--- config.mk ---
export PLATFORM = sky130hd
export DESIGN_NAME = truth_table_sweeper
export DESIGN_NICKNAME = d
export VERILOG_FILES = /design/src/rtl/tt_pkg.sv /design/src/rtl/tt_lut.sv /design/src/rtl/truth_table_sweeper.sv
export SDC_FILE = /design/constraint.sdc
export NUM_CORES = 1
export LEC_CHECK = 0
export ABC_CLOCK_PERIOD_IN_PS = 1800
export CAP_MARGIN = 30
export CORE_ASPECT_RATIO = 0.75
export CORE_MARGIN = 5
export CORE_UTILIZATION = 36
export DETAILED_ROUTE_END_ITERATION = 16
export MAX_ROUTING_LAYER = met4
export PLACE_DENSITY_LB_ADDON = 0.12
export SETUP_SLACK_MARGIN = 0.2
export SYNTH_ARGS = -nofsm -noshare
export SYNTH_HDL_FRONTEND = slang
export SYNTH_SLANG_ARGS = --single-unit
--- constraint.sdc ---
create_clock -name clk -period 1.8 [get_ports clk]
set_input_delay 0.18 -clock clk [delete_from_list [all_inputs] [get_ports clk]]
set_output_delay 0.18 -clock clk [all_outputs]
set_load 0.02 [all_outputs]
--- src/rtl/tt_pkg.sv ---
// Shared types for the truth-table sweeper: FSM state and table depth helper.
package tt_pkg;

   typedef enum logic [1:0] {
      IDLE  = 2'd0,
      SWEEP = 2'd1,
      DONE  = 2'd2
   } tt_state_e;

   function automatic int tt_depth(input int n);
      return 1 << n;
   endfunction

endpackage

--- src/rtl/tt_lut.sv ---
// Registered lookup: one bit of a 2^N-entry table selected by idx.
module tt_lut
   import tt_pkg::*;
#(
   parameter int N = 4
) (
   input  logic                   clk,
   input  logic                   rst_n,
   input  logic [tt_depth(N)-1:0] tbl,
   input  logic [N-1:0]           idx,
   output logic                   q
);

   always_ff @(posedge clk) begin
      if (!rst_n) q <= 1'b0;
      else        q <= tbl[idx];
   end

endmodule

--- src/rtl/truth_table_sweeper.sv ---
// Programmable N-input boolean function with direct lookup and full-table sweep.
// Optional minterm counter enabled by defining TT_ONES_COUNT_EN.
module truth_table_sweeper
   import tt_pkg::*;
#(
   parameter int N_IN = 4
) (
   input  logic                      clk,
   input  logic                      rst_n,
   input  logic                      load_en,
   input  logic [tt_depth(N_IN)-1:0] tt_data,
   input  logic [N_IN-1:0]           in_vec,
   input  logic                      start,
   output logic                      f,
   output logic [N_IN-1:0]           sweep_idx,
   output logic                      sweep_f,
   output logic                      sweep_valid,
   output logic                      busy,
`ifdef TT_ONES_COUNT_EN
   output logic [N_IN:0]             ones_count,
`endif
   output logic                      done
);

   localparam int              D    = tt_depth(N_IN);
   localparam logic [N_IN-1:0] LAST = '1;

   tt_state_e       state, state_nxt;
   logic [D-1:0]    tbl_q, tbl_nxt;
   logic [N_IN-1:0] idx_nxt;
   logic            sw_q;

   always_comb begin
      state_nxt = state;
      tbl_nxt   = tbl_q;
      idx_nxt   = '0;
      unique case (state)
         IDLE: begin
            if (load_en) tbl_nxt = tt_data;
            if (start)   state_nxt = SWEEP;
         end
         SWEEP: begin
            if (sweep_idx == LAST) state_nxt = DONE;
            else idx_nxt = sweep_idx + N_IN'(1);
         end
         DONE:    state_nxt = IDLE;
         default: state_nxt = IDLE;
      endcase
   end

   always_ff @(posedge clk) begin
      if (!rst_n) begin
         state     <= IDLE;
         tbl_q     <= '0;
         sweep_idx <= '0;
         busy      <= 1'b0;
         done      <= 1'b0;
      end else begin
         state     <= state_nxt;
         tbl_q     <= tbl_nxt;
         sweep_idx <= idx_nxt;
         busy      <= (state_nxt == SWEEP);
         done      <= (state_nxt == DONE);
      end
   end

   assign sweep_valid = busy;
   assign sweep_f     = sw_q & sweep_valid;

   tt_lut #(.N(N_IN)) u_direct (
      .clk   (clk),
      .rst_n (rst_n),
      .tbl   (tbl_q),
      .idx   (in_vec),
      .q     (f)
   );

   // Fed from next-state values so a same-edge load is seen by entry 0
   tt_lut #(.N(N_IN)) u_sweep (
      .clk   (clk),
      .rst_n (rst_n),
      .tbl   (tbl_nxt),
      .idx   (idx_nxt),
      .q     (sw_q)
   );

`ifdef TT_ONES_COUNT_EN
   always_ff @(posedge clk) begin
      if (!rst_n)
         ones_count <= '0;
      else if (state == IDLE && start)
         ones_count <= '0;
      else if (sweep_f)
         ones_count <= ones_count + (N_IN+1)'(1);
   end
`endif

endmodule

==> impl_metrics.json, run 1 <==
{
  "status": "complete, no violations",
  "vias_per_cell": 5.16,
  "slowest_stage": "mux4_2",
  "grt.overflow.total": 0,
  "hold_buffers": 0,
  "final_core_util_pct": 51.7,
  "fin_crit_sh_pct": 94.0,
  "fin_skew_ns": 0.00469,
  "crit_path_max_fanout": 4,
  "max_stage_delay_ns": 0.53,
  "drv_cap": 0,
  "grt_pass1_vias": 1128,
  "fp.dieArea_um2": 4950,
  "start_util_pct": 36.4,
  "ys_ff_latch": 26,
  "worstSetupPathType": "flip-flop to flip-flop",
  "dp_cells": 231,
  "cp_cell_sequence": "ha_4, xor2_4, mux4_2, a211oi_2, o32ai_2",
  "dieWidth_um": 79.6,
  "clock-sinks": 26,
  "timing.fmax_mhz": 591,
  "io-pin-count": 33,
  "place_congestion": 0.910,
  "tightest_slew_ns": 0.329,
  "core_area_um2": 3590,
  "grt_busiest_layer": "met1",
  "clock_latency_ns": 0.27,
  "clk_path_buf_depth": 2,
  "grt_setup_unrepaired": "yes",
  "antenna_found_initial": 0,
  "cp_num_buf_inv": 0,
  "ys_warn_count": 0,
  "grt_max_degree": 15,
  "intPower_w": 0.000896,
  "synth_edf_count": 0,
  "cts_tree": "done",
  "synthDistinctLibCells": 36,
  "comb_power_share_pct": 19.8,
  "power_density_nw_per_um2": 643,
  "ys.flop_type": "dfxtp_1",
  "setup_tns_ns": 0,
  "hold_violations": 0,
  "startpoint_type": "flip-flop",
  "crit_arrival_ns": 1.85,
  "p_leak_nw": 0.705,
  "die_h_um": 62.2,
  "cts-root-buf": "clkbuf_8",
  "hold_path_class": "input port to flip-flop",
  "syn_nets": 169,
  "drive_above_1_share_pct": 23.1,
  "syn_area_um2": 1310,
  "ctsHtreeMaxLevel": 1,
  "power_w": 0.00119,
  "p_switching_w": 0.000296,
  "avgSynthCellArea_um2": 9.08,
  "p_seq_share_pct": 52.7,
  "instances_no_fill": 238,
  "grt_pass1_wl_mm": 5.63,
  "setup-violations-final": 0,
  "antenna_cells": 0,
  "crit_family": "multiplexers",
  "vias": 1228,
  "fin_nets": 212,
  "area_delta_synth_final_pct": 41.8,
  "relSlewSlack_pct": 77.5,
  "required_ns": 1.95,
  "ant_nets": 0,
  "ys_seq_area_share_pct": 39.8,
  "finalCriticalPeriod_ns": 1.69,
  "postSynthCellCount": 144,
  "n_fill_cell": 345,
  "crit_path_end_kind": "flip-flop",
  "grt_util_met3_pct": 5.06,
  "clkPwrFrac_pct": 27.5,
  "numCtsBuffers": 3,
  "route.detailed.drc": 0,
  "final_common_cell": "nand2_1",
  "grt_util_met1_pct": 21.5,
  "holdWs_ns": 0.451,
  "num_rows": 19,
  "synthArstFlopShare_pct": 0,
  "track_usage_pct": 15.0,
  "io_buffers": 32,
  "routed_wl_mm": 3.43,
  "wl_per_cell_um": 14.4,
  "clk_pin_slew_ns": 0.08,
  "detailedRoute.firstPassIterationCount": 4,
  "drt_iter0_drc": 105,
  "final_cell_mix": "nand2_1 (33), clkdlybuf4s50_1 (30), dfxtp_1 (19)",
  "gr-usage-met2_pct": 20.2,
  "slew_violations": 0,
  "sw_frac_of_total_pct": 24.8,
  "vdd_drop_max_v": 0.000454,
  "hpwl_mm": 2.70
}
==> worst min-delay path: cells and delay by family <==
family                 cells  cell delay, ns
and+or+nand+nor            1            0.06
AOI/OAI and AO/OA          1            0.05
buffers and inverters      1            0.40
==> cells in the mapped netlist (2+ instances only) <==
cell type,instances,area [µm²]
nand2_1,33,124
dfxtp_1,26,521
a21oi_1,18,90.1
nand3_1,6,30.0
a211oi_1,5,37.5
and3_1,5,31.3
and2_1,4,25.0
mux4_1,4,105
o21ai_1,4,20.0
buf_4,3,22.5
clkbuf_1,3,11.3
nor2_1,3,11.3
o21ai_0,3,15.0
a2111oi_0,2,17.5
mux4_2,2,45.0
nand4_1,2,12.5
or3b_1,2,17.5
==> layout make-up <==
type / instances / area, µm² / area share [%]
multi-input cells: 107 / 767 / 41.4
flip-flops and latches: 26 / 534 / 28.8
repair buffers: 47 / 435 / 23.5
well taps: 52 / 65.1 / 3.51
clock buffers: 4 / 45.0 / 2.43
inverters: 2 / 7.51 / 0.405
==> power groups by stage <==
stage	logic, W	clock network, W	registers, W
after floorplan	0.000126	0	0.000635
after global placement	0.000225	0	0.000639
after detailed placement	0.000229	0	0.000640
after CTS	0.000232	0.000344	0.000626
after global routing	0.000258	0.000367	0.000632
final	0.000237	0.000328	0.000628
==> cell families after synthesis <==
| family | after synthesis | share of synthesized area, % |
|---|---|---|
| compound gates | 36 | 16.7 |
| xor+xnor | 1 | 0.670 |
| flops | 26 | 39.8 |
| fa+ha+maj | 1 | 0.957 |
| simple gates | 62 | 24.9 |
| buf+inv | 11 | 4.69 |
| mux | 7 | 12.3 |
==> per-layer routing <==
layer,routed length [µm],vias up
li1,-,603
met1,1610,571
met2,1510,50
met3,286,4
met4,21,0
met5,0,-
==> final timing paths <==
path,startpoint,endpoint,slack [ns],depth (start not counted)
setup / recovery,sweep_idx[0]$_SDFF_PN0_,u_sweep.q$_SDFF_PN0_,0.11,5
hold / removal,tt_data[5],tbl_q[5]$_SDFF_PN0_,0.45,3
setup reg to reg,sweep_idx[0]$_SDFF_PN0_,u_sweep.q$_SDFF_PN0_,0.11,5
hold reg to reg,tbl_q[14]$_SDFF_PN0_,tbl_q[14]$_SDFF_PN0_,0.48,2
==> timing repair <==
item / 4_1_cts / 5_1_grt
buffers inserted: 1 / 2
pin swaps: 0 / 0
setup endpoints to repair: 3 / 3
resized for setup: 3 / 12
==> state kept, by name, indices dropped and copies added (netlist names) <==
register	flops
busy	1
u_sweep.q	1
sweep_idx	4
done	1
state	2
u_direct.q	1
tbl_q	16
==> per-stage QoR <==
step | setup WS, ns | area [µm²]
CTS | 0.0674 | 1830
global placement | -0.240 | 1770
global route | 0.0376 | 1850
detailed placement | -0.285 | 1770
floorplan | 0.0913 | 1350
finish | 0.107 | 1850
Note: power is estimated with default switching activity, not from simulation.
==> run 2, diff against run 1 <==
CORE_MARGIN = 1.5   (was 5)
==> run 2 against run 1 <==
Cell count shrank 5.5%; sequential power barely moved; die area is 19% lower; sequential share of layout area about the same; via count shrank 0.33%; combinational power about the same; utilization grew 2.9 points; worst setup slack got worse by 0.015 ns; clock power up 18%; critical path depth unchanged; sequential cell count is the same; cell area fell by 0.54%.
==> impl_metrics.json, run 2 (synthesis gave the netlist of run 1 again) <==
{
  "final_cell_mix": "nand2_1 (33), clkdlybuf4s50_1 (31), dfxtp_1 (21)",
  "comb_power_share_pct": 19.0,
  "crit_arrival_ns": 1.87,
  "vias": 1224,
  "fin_crit_sh_pct": 94.8,
  "fp.dieArea_um2": 4010,
  "grt.overflow.total": 0,
  "track_usage_pct": 20.3,
  "drive_above_1_share_pct": 21.1,
  "vdd_drop_max_v": 0.000392,
  "ant_nets": 0,
  "num_rows": 18,
  "hold_violations": 0,
  "required_ns": 1.97,
  "tightest_slew_ns": 0.378,
  "intPower_w": 0.000933,
  "core_area_um2": 3380,
  "max_flop_register": "tbl_q",
  "dp_slack_ns": -0.296,
  "p_switching_w": 0.000318,
  "wl_per_cell_um": 15.4,
  "power_density_nw_per_um2": 678,
  "vias_per_cell": 5.44,
  "reg.largest.list": "tbl_q: 16 flops, sweep_idx: 4 flops, state: 2 flops",
  "final_core_util_pct": 54.6,
  "grt_pass1_vias": 1231,
  "final_common_cell": "nand2_1",
  "drt_iter0_drc": 120,
  "drv_cap": 0,
  "numCtsBuffers": 3,
  "clk_path_buf_depth": 2,
  "hold_path_class": "input port to flip-flop",
  "dieWidth_um": 72.6,
  "hold_buffers": 0,
  "cts-root-buf": "clkbuf_8",
  "grt_util_met3_pct": 4.17,
  "dp_cells": 220,
  "largest_register_ffs": 16,
  "area_delta_synth_final_pct": 41.1,
  "fin_nets": 211,
  "slew_violations": 0,
  "start_util_pct": 38.7,
  "clkPwrFrac_pct": 30.9,
  "p_leak_nw": 0.699,
  "fin_skew_ns": 0.00474,
  "place_congestion": 0.867,
  "clock_latency_ns": 0.27,
  "antenna_cells": 0,
  "routed_wl_mm": 3.47,
  "die_h_um": 55.2,
  "ctsHtreeMaxLevel": 1,
  "antenna_found_initial": 0,
  "relSlewSlack_pct": 74.8,
  "sw_frac_of_total_pct": 25.4,
  "clk_pin_slew_ns": 0.09,
  "clock-sinks": 26,
  "io_buffers": 32,
  "route.detailed.drc": 0,
  "gr-usage-met2_pct": 32.4,
  "detailedRoute.firstPassIterationCount": 4,
  "grt_setup_unrepaired": "yes",
  "finalCriticalPeriod_ns": 1.71,
  "hpwl_mm": 2.62,
  "crit_path_end_kind": "flip-flop",
  "io-pin-count": 33,
  "status": "complete, no violations",
  "grt_util_met1_pct": 26.0,
  "setup-violations-final": 0,
  "p_seq_share_pct": 50.0,
  "setup_tns_ns": 0,
  "instances_no_fill": 225,
  "grt_pass1_wl_mm": 5.88,
  "startpoint_type": "flip-flop",
  "crit_path_max_fanout": 6,
  "timing.fmax_mhz": 586,
  "cts_tree": "done",
  "grt_max_degree": 22,
  "grt_busiest_layer": "met2",
  "worst_slack_ns": 0.0928,
  "worstSetupPathType": "flip-flop to flip-flop"
}
[run 2: worst paths after layout]
kind | from | endpoint | slack (ns) | cells past startpoint
max | sweep_idx[0]$_SDFF_PN0_ | u_sweep.q$_SDFF_PN0_ | 0.09 | 5
min | tt_data[9] | tbl_q[9]$_SDFF_PN0_ | 0.44 | 3
max reg2reg | sweep_idx[0]$_SDFF_PN0_ | u_sweep.q$_SDFF_PN0_ | 0.09 | 5
min reg2reg | tbl_q[11]$_SDFF_PN0_ | tbl_q[11]$_SDFF_PN0_ | 0.49 | 2
[run 2: power by group through the flow]
stage | Combinational (W) | Clock (W) | Sequential, W
floorplan | 0.000126 | 0 | 0.000635
global placement | 0.000227 | 0 | 0.000639
detailed placement | 0.000233 | 0 | 0.000638
CTS | 0.000234 | 0.000393 | 0.000625
global route | 0.000260 | 0.000413 | 0.000629
finish | 0.000238 | 0.000387 | 0.000626
[run 2: per-layer routing]
metal	vias up	part of all wire [%]
met5	-	0
met3	2	5.4
met2	38	45
met1	580	49
li1	604	-
met4	0	0.55
[run 2: cell type report]
class,count,area [µm²]
Fill cell,319,1530
Tap cell,40,50.0
Inverter,2,7.51
Sequential cell,26,532
Multi-Input combinational cell,107,776
Timing Repair Buffer,46,424
Clock buffer,4,55.1
[run 2: critical path, stage by stage, from the launching register on]
cell and delay [ns]:
dfxtp_4 0.40, ha_4 0.18, xor2_4 0.19, mux4_2 0.53
a211oi_2 0.20, o32ai_2 0.09
[run 2: through the flow]
| step | cell area (µm²) | total power (W) | hold WS, ns |
|---|---|---|---|
| 2_1_floorplan | 1350 | 0.000761 | 0.302 |
| 3_3_place_gp | 1760 | 0.000866 | 0.468 |
| 3_5_place_dp | 1760 | 0.000871 | 0.473 |
| 4_1_cts | 1820 | 0.00125 | 0.448 |
| 5_1_grt | 1840 | 0.00130 | 0.461 |
| 6_report | 1840 | 0.00125 | 0.444 |
[run 2: repair_timing]
| action | CTS | global route |
|---|---|---|
| setup endpoints to repair | 2 | 5 |
| pin swaps | 0 | 4 |
| buffers inserted | 0 | 1 |
| resized for setup | 2 | 9 |
